## config.mk

```make
export PLATFORM = sky130hd
export DESIGN_NAME = fp_result_normalizer
export DESIGN_NICKNAME = d
export VERILOG_FILES = /design/src/rtl/fp_result_normalizer.sv
export SDC_FILE = /design/constraint.sdc
export NUM_CORES = 1
export LEC_CHECK = 0
export CORE_MARGIN = 5
export CORE_UTILIZATION = 25
export CTS_BUF_LIST = sky130_fd_sc_hd__clkbuf_4 sky130_fd_sc_hd__clkbuf_8 sky130_fd_sc_hd__clkbuf_16
export DETAILED_ROUTE_END_ITERATION = 10
export PLACE_DENSITY = 0.49
export SETUP_SLACK_MARGIN = 0.05
export SKIP_CTS_REPAIR_TIMING = 1
export SLEW_MARGIN = 10
export SYNTH_ARGS = -nofsm -noshare
export SYNTH_HDL_FRONTEND = slang
export SYNTH_SLANG_ARGS = --single-unit
```

## constraint.sdc

```tcl
create_clock -name clk -period 2.15 [get_ports clk]
set_input_delay 0.43 -clock clk [delete_from_list [all_inputs] [get_ports clk]]
set_output_delay 0.43 -clock clk [all_outputs]
set_load 0.02 [all_outputs]
```

## src/rtl/fp_result_normalizer.sv

```systemverilog
// Post-add normalizer for IEEE-754 single precision: carry right-shift or
// leading-zero left-shift one bit per cycle, then pack with saturate/flush.
module fp_result_normalizer #(
    parameter bit FLUSH_SIGN = 1'b0
) (
    input  logic        clk,
    input  logic        rst,
    input  logic        start,
    input  logic        s_in,
    input  logic [7:0]  exp_in,
    input  logic        co_in,
    input  logic [23:0] man_in,
    output logic        busy,
    output logic        done,
    output logic [31:0] result,
    output logic        overflow,
    output logic        underflow
);

    typedef enum logic [1:0] {
        IDLE  = 2'd0,
        CARRY = 2'd1,
        NORM  = 2'd2,
        PACK  = 2'd3
    } state_t;

    state_t      state, state_d;
    logic        sreg, sreg_d;
    logic [7:0]  ereg, ereg_d;
    logic [23:0] mreg, mreg_d;
    logic [31:0] result_d;
    logic        overflow_d, underflow_d;

    logic [7:0]  ereg_inc;
    logic [7:0]  ereg_dec;
    logic [31:0] zero_word;
    logic [31:0] inf_word;

    assign ereg_inc  = ereg + 8'd1;
    assign ereg_dec  = ereg - 8'd1;
    // Signed zero only survives when FLUSH_SIGN is set; otherwise zero is always +0.
    assign zero_word = {(FLUSH_SIGN ? sreg : 1'b0), 31'h0};
    assign inf_word  = {sreg, 8'hFF, 23'h0};

    assign busy = (state != IDLE);
    assign done = (state == PACK);

    always_comb begin
        state_d     = state;
        sreg_d      = sreg;
        ereg_d      = ereg;
        mreg_d      = mreg;
        result_d    = result;
        overflow_d  = overflow;
        underflow_d = underflow;

        unique case (state)
            IDLE: begin
                if (start) begin
                    sreg_d  = s_in;
                    ereg_d  = exp_in;
                    mreg_d  = man_in;
                    state_d = co_in ? CARRY : NORM;
                end
            end

            CARRY: begin
                if (ereg >= 8'hFE) begin
                    result_d    = inf_word;
                    overflow_d  = 1'b1;
                    underflow_d = 1'b0;
                end else begin
                    // Carry supplies the new hidden bit; old bit 0 is dropped.
                    result_d    = {sreg, ereg_inc, mreg[23:1]};
                    overflow_d  = 1'b0;
                    underflow_d = 1'b0;
                end
                state_d = PACK;
            end

            NORM: begin
                if (ereg == 8'hFF) begin
                    result_d    = inf_word;
                    overflow_d  = 1'b1;
                    underflow_d = 1'b0;
                    state_d     = PACK;
                end else if (mreg == 24'h0 || ereg == 8'h00) begin
                    result_d    = zero_word;
                    overflow_d  = 1'b0;
                    underflow_d = 1'b0;
                    state_d     = PACK;
                end else if (mreg[23]) begin
                    result_d    = {sreg, ereg, mreg[22:0]};
                    overflow_d  = 1'b0;
                    underflow_d = 1'b0;
                    state_d     = PACK;
                end else if (ereg == 8'h01) begin
                    // One more shift would need a denormal: flush instead.
                    result_d    = zero_word;
                    overflow_d  = 1'b0;
                    underflow_d = 1'b1;
                    state_d     = PACK;
                end else begin
                    mreg_d = {mreg[22:0], 1'b0};
                    ereg_d = ereg_dec;
                end
            end

            PACK: begin
                state_d = IDLE;
            end

            default: begin
                state_d = IDLE;
            end
        endcase
    end

    always_ff @(posedge clk or negedge rst) begin
        if (!rst) begin
            state     <= IDLE;
            sreg      <= 1'b0;
            ereg      <= '0;
            mreg      <= '0;
            result    <= '0;
            overflow  <= 1'b0;
            underflow <= 1'b0;
        end else begin
            state     <= state_d;
            sreg      <= sreg_d;
            ereg      <= ereg_d;
            mreg      <= mreg_d;
            result    <= result_d;
            overflow  <= overflow_d;
            underflow <= underflow_d;
        end
    end

endmodule

```

## Yosys cells after proc, flatten, opt, wreduce, memory -nomap -nowiden

Index checks and enable logic that the tools add are counted.

- Word-level logic and storage cells: 70
- Flip-flop bits (word level): 69
- Output and inout bits: 36
- Input port bits: 37

- Add/sub/neg operators: 2
- Order comparisons: 1
- Muxes and demuxes: 36
- Reduce and logical (&&, ||, !) cells: 12
- Eq/ne operators: 11

Operator list:

| cell | count |
|---|---|
| 32-bit 2-to-1 mux | 4 |
| 24-bit 2-to-1 mux | 5 |
| 32-bit case mux with 2 select lines | 1 |
| 24-bit case mux with 2 select lines | 1 |
| 8-bit 2-to-1 mux | 5 |
| 31-bit 2-to-1 mux | 1 |
| 24-bit logical NOT | 1 |
| 8-bit case mux with 2 select lines | 1 |
| 2-bit 2-to-1 mux | 6 |
| 2-bit != test, second input constant | 5 |
| 1-bit 2-to-1 mux | 9 |
| 8-bit by 1-bit adder with 8-bit output, second input constant | 1 |
| 8-bit by 1-bit == test with 1-bit output, second input constant | 1 |
| 8-bit == test, second input constant | 1 |
| 8-bit greater-or-equal comparator, second input constant | 1 |
| 8-bit logical NOT | 1 |
| 2-bit case mux with 4 select lines | 1 |
| 8-bit by 1-bit subtractor with 8-bit output, second input constant | 1 |
| 2-bit AND reduction | 3 |
| 6-bit AND reduction | 1 |
| 2-bit nonzero test | 3 |
| 5-bit != test, second input constant | 1 |
| 2-bit == test, second input constant | 2 |
| 1-bit case mux with 2 select lines | 2 |
| 4 further kinds | 4 |

## Logic depth before layout (Yosys ltp)

- Word-level depth: 6
- Mapped depth: 11
- Gate-level depth less buffers: 8

## Least setup slack after synthesis

No wires, ideal clock.

- Kind: register -> register
- Start: reg ereg[0]
- End: reg mreg[10]
- Clock period less this slack: 2362 ps
- Data required time: 2027 ps
- Setup time: 123 ps
- Path buffers: 2
- Slack: -212 ps
- Stages on the path, launching flop included: 11
- Arrival: 2239 ps
- Cells stage by stage: dfrtp_1 clkbuf_1 inv_1 ha_1 nor2_1 and4bb_1 or2_4 or2_4 nand2b_4 buf_6 o221a_2

- Cells in the longest elaborated chain, start to end: 4
- Elaborated cells on any way between the ends: 8
- Classes of those cells: eq/ne: 5; reduce/logical: 3

Ends and longest elaborated chain:

| what | line | text |
|---|---|---|
| start, declared | 29 | `logic [7:0] ereg, ereg_d;` |
| start signal, assigned | 131 | `ereg <= ereg_d;` |
| 8-bit logical NOT | 87 | `end else if (mreg == 24'h0 \|\| ereg == 8'h00) begin` |
| 1-bit logical OR | 87 |  |
| 2-bit != test (no line) | - |  |
| 6-bit AND reduction (no line) * | - |  |
| end signal, assigned | 132 | `mreg <= mreg_d;` |
| end, declared | 30 | `logic [23:0] mreg, mreg_d;` |

Mark *: on every way between the ends. The rest lies on a longest branch, timed or not.
A chain may end at the register's enable or synchronous reset.

## Final worst setup path

- Start: reg ereg[0]
- End: reg mreg[1]

The elaborated chain is that of the path after synthesis.

==> run metrics <==
status completed; clk slew on worst S/H paths 60 ps; via/cell ratio 5.014; Clock Tree Buf Depth 2; antenna cells 0; initial antenna violation count 0; drt initial violations 257; Req. time, crit path 2370 ps; flip-flop and latch area 1730 µm²; hold slack final 52.95 ps; ranking of synthesized cells by area dfrtp_1 (46%), nand2_1 (5.3%), a22oi_1 (4.8%), o221a_2 (4.8%), o21ai_0 (4.5%); H-Tree Depth 3; Post-DP HPWL 8514 µm; post-synthesis sequential area ratio 0.4598; vias in the first global route 3606; Yosys top cell area share 0.4598; nets 550; clock share of power 0.140; share of layout cells above drive strength 1 0.3216; vias 3480; Max Cap Viol 0; Worst Reg-to-Reg Cells 7; area added between synthesis and finish 59.15%; GRT Util Overall 0.1352; switching share of power 0.4228; routability cong. 0.8307; CTS Root Cell clkbuf_16; CTS tree yes; Tcrit/Tclk final 0.9879; initial core utilization 0.2564; Min-Delay Path Class in -> async; RSZ-0062 raised after global routing true; Synth area leader dfrtp_1; multi-input logic area 2232 µm²; drt first pass iters 4; Port Buffers 72; Final ANT Viol Nets 0; clk_skew 6.675 ps; Tmin final 2124 ps; fraction of registers with async set/reset 1.000; die height 132.6 µm; Finish-stage setup viols 0; Max-slew headroom 0.6405; first-pass GRT wire length 19130 µm; Post-route DRC 0; Reg power frac 0.220; full die area 17570 µm²; WP data arrival 2350 ps; CTS Sinks 69; Leakage 2.358 nW; count leader, synth dfrtp_1; internal power 6.834 mW; Placed Instances 664; Synth top cells by count dfrtp_1 (69), nand2_1 (53), o21ai_0 (34); Gate Count Post-Synth 384; grt ovf 0; Setup CP Type reg -> reg; number of core rows 44; Finished Layout Cells 694; core footprint 14640 µm²; fill count 1443; Netlist cell types 54; number of synthesized register bits 69; final WL 12660 µm; f_max 470.8 MHz; Setup crit start kind flop; final core occ 0.4081; Horiz. Die Dim 132.6 µm; EDFF count, synth 0; Sw Pwr 5.006 mW; VDD IR-drop max 786.4 µV; dominant synthesized flop cell dfrtp_1; DR WL/cell 18.25 µm; TritonCTS buffer count 9; PwrDens 1981 nW/µm²; CP endpoint kind flop; Synth Net Count 429; clk_lat worst skew 340 ps; IO Pins 73; max-slew violations 0; Slew @ Worst Pin 539.3 ps; critical path fanouts, max 6; Post-Syn Area 3755 µm²; Fin. Hold Viols 0; combinational share of power 0.639; pin count of the biggest net entering global routing 39; synth warn 0; Post-Syn Area per Cell 9.778 µm²
-- cells by family after synthesis --
family / after synthesis / share of synthesized area
buf+inv: 38 / 0.05532
fa+ha+maj: 8 / 0.02666
compound gates: 128 / 0.2522
mux: 5 / 0.01400
flops: 69 / 0.4598
simple gates: 136 / 0.1919
-- sequential cells by signal (all words and copies together) (netlist names) --
register   count
result        32
ereg           8
state          2
underflow      1
mreg          24
overflow       1
sreg           1
-- metrics by stage --
stage | worst slack [ps] | setup TNS (ps) | power, mW | instance area (µm²)
final | 26.02 | 0 | 11.84 | 5976
after global routing | -29.65 | -190.4 | 12.64 | 5976
after CTS | -121.8 | -2191 | 10.31 | 5497
after detailed placement | -106.6 | -1727 | 8.609 | 5164
after global placement | -85.84 | -828.9 | 8.521 | 5164
after floorplan | 31.48 | 0 | 6.196 | 3915
-- final cells by class --
type / instances / area share
flip-flops and latches: 69 / 0.2896
multi-input cells: 280 / 0.3735
clock inverters: 6 / 0.01570
well taps: 184 / 0.03853
repair buffers: 138 / 0.2374
inverters: 7 / 0.005235
clock buffers: 10 / 0.03999
-- routing by layer --
metal,global-route usage,vias up,part of all wire
met5,0,-,0
met2,0.2116,74,0.46
met1,0.1781,1691,0.48
met3,0.03948,13,0.048
li1,-,1702,-
met4,0.04850,0,0.013
-- cells in the final DEF, fill, tap and decap left out, types with 4 or more instances in the layout --
cell type        count
clkdlybuf4s50_1     70
buf_6                6
o21ai_0             14
nand3_1              4
o21ai_1             17
o22ai_1              5
nand2_1             36
dfrtp_1             66
nor4_2               4
nand2b_4             4
clkbuf_16           14
o21ai_2              9
nand2b_1             5
o221a_1              6
buf_4               48
ha_1                 4
buf_12               6
o31ai_1              4
nor2_1              12
o221a_4             15
nand2_4              4
a22oi_1             24
nand2_2             13
or3_1               23
a21oi_1             12
nand4_1              4
inv_1                4
-- worst paths after layout --
kind | startpoint | end | slack (ps)
hold reg to reg | result[11]$_DFFE_PN0P_ | result[11]$_DFFE_PN0P_ | 480
setup reg to reg | ereg[0]$_DFFE_PN0P_ | mreg[1]$_DFFE_PN0P_ | 30
setup / recovery | ereg[0]$_DFFE_PN0P_ | mreg[1]$_DFFE_PN0P_ | 30
hold / removal | rst | state[1]$_DFFE_PN0P_ | 50
max in group asynchronous | rst | ereg[0]$_DFFE_PN0P_ | 1530
min in group clk | result[11]$_DFFE_PN0P_ | result[11]$_DFFE_PN0P_ | 480
-- critical path: stages (launching register included) --
cell and delay, ps:
dfrtp_2 470, ha_4 190, nor2_4 100, and4bb_1 240
or2_4 260, or2_4 260, nand2b_4 200, o221a_2 280
-- power by group through the flow --
stage | sequential (mW) | clock (mW) | combinational [mW]
2_1_floorplan | 2.84 | 0 | 3.35
3_3_place_gp | 2.51 | 0 | 6.01
3_5_place_dp | 2.54 | 0 | 6.07
4_1_cts | 2.52 | 1.70 | 6.09
5_1_grt | 2.71 | 1.76 | 8.18
6_report | 2.61 | 1.66 | 7.57
Note: power is estimated with default switching activity, not from simulation.
